### config.mk
export PLATFORM = sky130hd
export DESIGN_NAME = tdc_meas_ctrl
export DESIGN_NICKNAME = d
export VERILOG_FILES = /design/src/rtl/tdc_pkg.sv /design/src/rtl/tdc_sat_counter.sv /design/src/rtl/tdc_meas_ctrl.sv
export SDC_FILE = /design/constraint.sdc
export NUM_CORES = 1
export LEC_CHECK = 0
export ABC_AREA = 1
export CAP_MARGIN = 20
export CORE_MARGIN = 2
export CORE_UTILIZATION = 50
export DETAILED_ROUTE_END_ITERATION = 6
export DONT_BUFFER_PORTS = 1
export GPL_TIMING_DRIVEN = 0
export PLACE_DENSITY = 0.64
export SLEW_MARGIN = 25
export SYNTH_ARGS = -nofsm -noshare
export SYNTH_HDL_FRONTEND = slang
export SYNTH_SLANG_ARGS = --single-unit
export TNS_END_PERCENT = 30
### constraint.sdc
create_clock -name clk -period 2.46 [get_ports clk]
set_input_delay 0.492 -clock clk [delete_from_list [all_inputs] [get_ports clk]]
set_output_delay 0.492 -clock clk [all_outputs]
set_load 0.02 [all_outputs]
### src/rtl/tdc_pkg.sv
// Shared types and defaults for the TDC measurement controller.
// The optional accumulator is enabled with TDC_MEAS_CTRL_ACCUM_EN.
package tdc_pkg;

    typedef enum logic [2:0] {
        ST_IDLE = 3'd0,
        ST_WAIT = 3'd1,
        ST_MEAS = 3'd2,
        ST_PUSH = 3'd3,
        ST_GAP  = 3'd4
    } tdc_state_e;

    localparam int unsigned TDC_CW          = 16;
    localparam int unsigned TDC_TIMEOUT_CYC = 4000;
    localparam int unsigned TDC_GAP_CYC     = 4;

endpackage

### src/rtl/tdc_sat_counter.sv
// Up-counter with synchronous clear and saturation at all ones.
// Shared by the phase timer and the coarse start-to-stop counter.
module tdc_sat_counter
    import tdc_pkg::*;
#(
    parameter int unsigned CW = TDC_CW
) (
    input  logic          clk,
    input  logic          reset_n,
    input  logic          clr_i,
    input  logic          en_i,
    output logic [CW-1:0] cnt_o
);

    logic [CW-1:0] cnt_q;
    logic [CW-1:0] cnt_d;

    always_comb begin
        cnt_d = cnt_q;
        if (clr_i) begin
            cnt_d = '0;
        end else if (en_i && !(&cnt_q)) begin
            cnt_d = cnt_q + 1'b1;
        end
    end

    always_ff @(posedge clk or negedge reset_n) begin
        if (!reset_n) begin
            cnt_q <= '0;
        end else begin
            cnt_q <= cnt_d;
        end
    end

    assign cnt_o = cnt_q;

endmodule

### src/rtl/tdc_meas_ctrl.sv
// Run controller for a TDC front end: arms, times start->stop, returns results.
// Define TDC_MEAS_CTRL_ACCUM_EN to add the per-run result accumulator.
module tdc_meas_ctrl
    import tdc_pkg::*;
#(
    parameter int unsigned CW          = TDC_CW,
    parameter int unsigned TIMEOUT_CYC = TDC_TIMEOUT_CYC,
    parameter int unsigned GAP_CYC     = TDC_GAP_CYC
) (
    input  logic          clk,
    input  logic          reset_n,
    input  logic          cmd_valid,
    output logic          cmd_ready,
    input  logic [7:0]    cmd_count,
    input  logic          abort,
    output logic          arm,
    input  logic          tdc_start,
    input  logic          tdc_stop,
    output logic          res_valid,
    input  logic          res_ready,
    output logic [CW-1:0] res_coarse,
    output logic          res_timeout,
    output logic          busy,
    output logic          done
`ifdef TDC_MEAS_CTRL_ACCUM_EN
    ,
    output logic [CW+7:0] acc_sum,
    output logic [7:0]    acc_n
`endif
);

    localparam logic [CW-1:0] TO_LAST  = CW'(TIMEOUT_CYC - 1);
    localparam logic [CW-1:0] GAP_LAST = CW'(GAP_CYC - 1);

    tdc_state_e    state_q, state_d;
    logic [7:0]    rem_q, rem_d;
    logic [CW-1:0] res_coarse_q, res_coarse_d;
    logic          res_to_q, res_to_d;

    logic [CW-1:0] timer;
    logic [CW-1:0] coarse;
    logic          coarse_clr;
    logic          timer_last;
    logic          hs;
    logic          accept;

    // Timer restarts on every state change, so each phase gets its own budget.
    tdc_sat_counter #(.CW(CW)) u_timer (
        .clk     (clk),
        .reset_n (reset_n),
        .clr_i   (state_d != state_q),
        .en_i    (state_q == ST_WAIT || state_q == ST_MEAS
                  || state_q == ST_GAP),
        .cnt_o   (timer)
    );

    tdc_sat_counter #(.CW(CW)) u_coarse (
        .clk     (clk),
        .reset_n (reset_n),
        .clr_i   (coarse_clr),
        .en_i    (state_q == ST_MEAS),
        .cnt_o   (coarse)
    );

    assign timer_last = (timer >= TO_LAST);
    assign hs     = (state_q == ST_PUSH) && res_ready && !abort;
    assign accept = (state_q == ST_IDLE) && cmd_valid
                    && (cmd_count != 8'd0) && !abort;

    always_comb begin
        state_d      = state_q;
        rem_d        = rem_q;
        res_coarse_d = res_coarse_q;
        res_to_d     = res_to_q;
        coarse_clr   = 1'b0;
        unique case (state_q)
            ST_IDLE: begin
                if (cmd_valid && cmd_count != 8'd0) begin
                    state_d = ST_WAIT;
                    rem_d   = cmd_count;
                end
            end
            ST_WAIT: begin
                // A stop coincident with the start is dropped here.
                if (tdc_start) begin
                    state_d    = ST_MEAS;
                    coarse_clr = 1'b1;
                end else if (timer_last) begin
                    state_d      = ST_PUSH;
                    res_to_d     = 1'b1;
                    res_coarse_d = '1;
                end
            end
            ST_MEAS: begin
                if (tdc_stop) begin
                    state_d      = ST_PUSH;
                    res_to_d     = 1'b0;
                    res_coarse_d = (&coarse) ? coarse : coarse + 1'b1;
                end else if (timer_last) begin
                    state_d      = ST_PUSH;
                    res_to_d     = 1'b1;
                    res_coarse_d = '1;
                end
            end
            ST_PUSH: begin
                if (res_ready) begin
                    rem_d = rem_q - 8'd1;
                    if (rem_q == 8'd1) begin
                        state_d = ST_IDLE;
                    end else if (GAP_CYC == 0) begin
                        state_d = ST_WAIT;
                    end else begin
                        state_d = ST_GAP;
                    end
                end
            end
            ST_GAP: begin
                if (timer == GAP_LAST) begin
                    state_d = ST_WAIT;
                end
            end
            default: begin
                state_d = ST_IDLE;
            end
        endcase
        if (abort) begin
            state_d    = ST_IDLE;
            rem_d      = rem_q;
            coarse_clr = 1'b0;
        end
    end

    always_ff @(posedge clk or negedge reset_n) begin
        if (!reset_n) begin
            state_q      <= ST_IDLE;
            rem_q        <= 8'd0;
            res_coarse_q <= '0;
            res_to_q     <= 1'b0;
        end else begin
            state_q      <= state_d;
            rem_q        <= rem_d;
            res_coarse_q <= res_coarse_d;
            res_to_q     <= res_to_d;
        end
    end

    assign cmd_ready   = (state_q == ST_IDLE);
    assign busy        = (state_q != ST_IDLE);
    assign arm         = (state_q == ST_WAIT) || (state_q == ST_MEAS);
    assign res_valid   = (state_q == ST_PUSH);
    assign res_coarse  = res_coarse_q;
    assign res_timeout = res_to_q;
    assign done        = hs && (rem_q == 8'd1);

`ifdef TDC_MEAS_CTRL_ACCUM_EN
    logic [CW+7:0] acc_sum_q;
    logic [7:0]    acc_n_q;

    always_ff @(posedge clk or negedge reset_n) begin
        if (!reset_n) begin
            acc_sum_q <= '0;
            acc_n_q   <= 8'd0;
        end else if (accept) begin
            acc_sum_q <= '0;
            acc_n_q   <= 8'd0;
        end else if (hs && !res_to_q) begin
            acc_sum_q <= acc_sum_q + {8'd0, res_coarse_q};
            acc_n_q   <= acc_n_q + 8'd1;
        end
    end

    assign acc_sum = acc_sum_q;
    assign acc_n   = acc_n_q;
`else
    logic unused_accept;
    assign unused_accept = accept;
`endif

endmodule

==> qor.yml <==
sta:
  worstMarginPinSlew_ns: 0.551
  timing_max_transition_violations_final: 0
  setup_violations: 0
  rsz0062_at_grt: "false"
  relSlewSlack_pct: 62.9
  fin_crit_ns: 2.24
  tns_ns: 0
  timing.fmax_ghz: 0.446
  hold_violations: 0
  period_share_pct: 91.2
  fin_skew_ns: 0.0142
drt:
  postRouteAntennaNets: 0
  wl_per_cell_um: 13.6
  detail_route.iter0.violations: 139
  drt-total-wl_um: 7470
  vias: 2926
  drc: 0
  drt_pass1_iterations: 4
  viasPerCell: 5.34
grt:
  grt_first_pass_wirelength_um: 13000
  met1_usage_pct: 30.0
  grt_max_degree: 61
  grt_overflow: 0
  met2_usage_pct: 33.6
  antenna_found_initial: 0
  grt_pass1_vias: 2895
  busiest_layer: "met2"
  met3_usage_pct: 5.90
  grt_usage_pct: 22.1
floorplan:
  std_cell_rows: 30
  num_io_pins: 37
  die_x_um: 86.8
  die-area_sq_mm: 0.00753
  initial_core_util_pct: 51.0
  die_y_um: 86.8
  core-area_sq_mm: 0.00672
synthesis:
  yosysTopAreaCellShare_pct: 43.8
  syn_area_per_cell_sq_um: 7.60
  netlist_instances: 451
  syn-num-nets: 470
  synth-seq-cells: 60
  synth_seq_area_share_pct: 43.8
  synth_top_area_cell: "dfrtp_1"
  yosys_warnings: 0
  syn-cell-area_sq_mm: 0.00343
  synth.area.top_cells: "dfrtp_1 44%, nand2_1 10%, inv_1 7.8%"
  synth_cell_type_count: 34
critical_path:
  arrival_ns: 1.75
  r2r_cells: 10
  r2r-start: "u_coarse.cnt_o[0]"
  crit_path_start_kind: "register"
  worst_ep_required_time_ns: 1.97
  critical_path.max_fanout: 5
  reg2reg_slack_ns: 0.41
  worstSetupEndpointType: "output pin"
  criticalPathCategory: "reg2out"
  r2r-end: "res_coarse[1]"
  cp-endpoint: "done"
  crit_start: "rem_q[1]"
cells_and_area:
  fill_cells: 662
  drive_gt1_share_pct: 11.1
  layout_commonest_cell: "nand2_1"
  fin_util_pct: 56.2
  nets: 482
  antenna_cells: 0
  final_cell_mix: "91 x nand2_1, 71 x inv_1, 60 x dfrtp_1"
  syn2layout_area_growth_pct: 10.3
cts:
  cts_tree: "built"
  clk_pin_slew_worst_paths_ns: 0.06
  clock_latency_ns: 0.35
  numCtsBuffers: 9
  ctsRootBufferMaster: "clkbuf_8"
  clock_path_buffers: 2
  h-tree-depth: 3
  numClockSinks: 60
power_and_ir_drop:
  power_density_mw_per_mm2: 891
  p_clk_share_pct: 29.4
  p_leak_nw: 1.76
  switchingPower_w: 0.00124
  power_frac_seq_pct: 49.6
  switching_share_pct: 36.7
  p_total_w: 0.00336
  peakVddDrop_uv: 548
  internal_power_w: 0.00213
  share_comb_of_total_power_pct: 21.1
placement:
  numPortBuffers: 0
  hpwlAfterDp_um: 5380
  place_congestion: 0.841
hold_path:
  min-delay-path-class: "in2async"
job:
  maxCapViolations: 0
status:
  outcome: "finished clean"
==> metal layers <==
metal	vias up	wire length, um
li1	1473	-
met1	1376	3610
met2	65	3330
met3	12	386
met4	0	136
met5	-	0
==> state kept, by name (all words and copies together), names as in the netlist <==
name and count:
rem_q 8, res_coarse 16, res_timeout 1, state_q 3, u_coarse.cnt_o 16, u_timer.cnt_o 16
==> cell families (layout without fill, tap and decap cells) <==
| logic type | Yosys count | in the layout | share of synthesized area, % |
|---|---|---|---|
| simple gates | 219 | 219 | 29.3 |
| xor+xnor | 22 | 22 | 5.62 |
| flops | 60 | 60 | 43.8 |
| compound gates | 64 | 64 | 10.5 |
| buf+inv | 82 | 99 | 9.31 |
| fa+ha+maj | 4 | 4 | 1.46 |
==> cells in the mapped netlist (all sizes together) <==
master,count
nor3,7
o211ai,2
clkbuf,3
nand4,7
o21ai,40
or2,3
a21o,1
a31oi,2
nand3,40
nor4,3
a21oi,7
a22o,1
inv,75
nor2,63
nor4b,1
dfrtp,60
o22ai,11
ha,4
xnor2,4
xor2,18
buf,4
nand3b,1
nand2,94
==> layout make-up <==
cell class | instances | area [sq um] | area share, %
clock buffer | 12 | 145 | 3.84
buffer | 7 | 37.5 | 0.994
tap | 80 | 100 | 2.65
sequential | 60 | 1500 | 39.7
multi-input combinational | 309 | 1610 | 42.7
timing repair buffer | 1 | 27.5 | 0.729
clock inverter | 4 | 72.6 | 1.92
inverter | 75 | 282 | 7.45
==> power groups by stage <==
stage	combinational, W	clock (W)	sequential [W]
global route	0.000830	0.00106	0.00172
finish	0.000709	0.000987	0.00167
floorplan	0.000574	0	0.00162
global placement	0.000669	0	0.00168
detailed placement	0.000687	0	0.00168
CTS	0.000717	0.00101	0.00167
==> through the flow <==
stage               instance area [sq um]  setup slack [ns]  hold WS [ns]  instances
floorplan                            3430             0.456         0.196        451
global placement                     3530             0.332         0.198        531
detailed placement                   3530             0.322         0.198        531
CTS                                  3780             0.183        0.0200        548
global route                         3780            0.0820        0.0243        548
finish                               3780             0.216       0.00986        548
==> critical path: stages (launching register included) <==
cell	delay, ns
dfrtp_1	0.36
inv_1	0.13
ha_1	0.17
nand3_1	0.06
or2_1	0.26
nor4_2	0.42
==> how the worst min path moves through the flow <==
stage / from / endpoint / cells after the start
after floorplan: reset_n / rem_q[0] / 0
after global placement: reset_n / u_timer.cnt_o[9] / 0
after detailed placement: reset_n / u_timer.cnt_o[8] / 0
after CTS: reset_n / res_coarse[2] / 1
after global routing: reset_n / u_timer.cnt_o[10] / 1
final: reset_n / u_timer.cnt_o[9] / 1
==> what timing repair did <==
item	CTS	global route
gates resized for setup	1	0
buffers inserted	0	0
endpoints found under the hold margin	60	0
hold buffers	1	0
endpoints found under the setup margin	1	0
(Power assumes the default switching activity.)
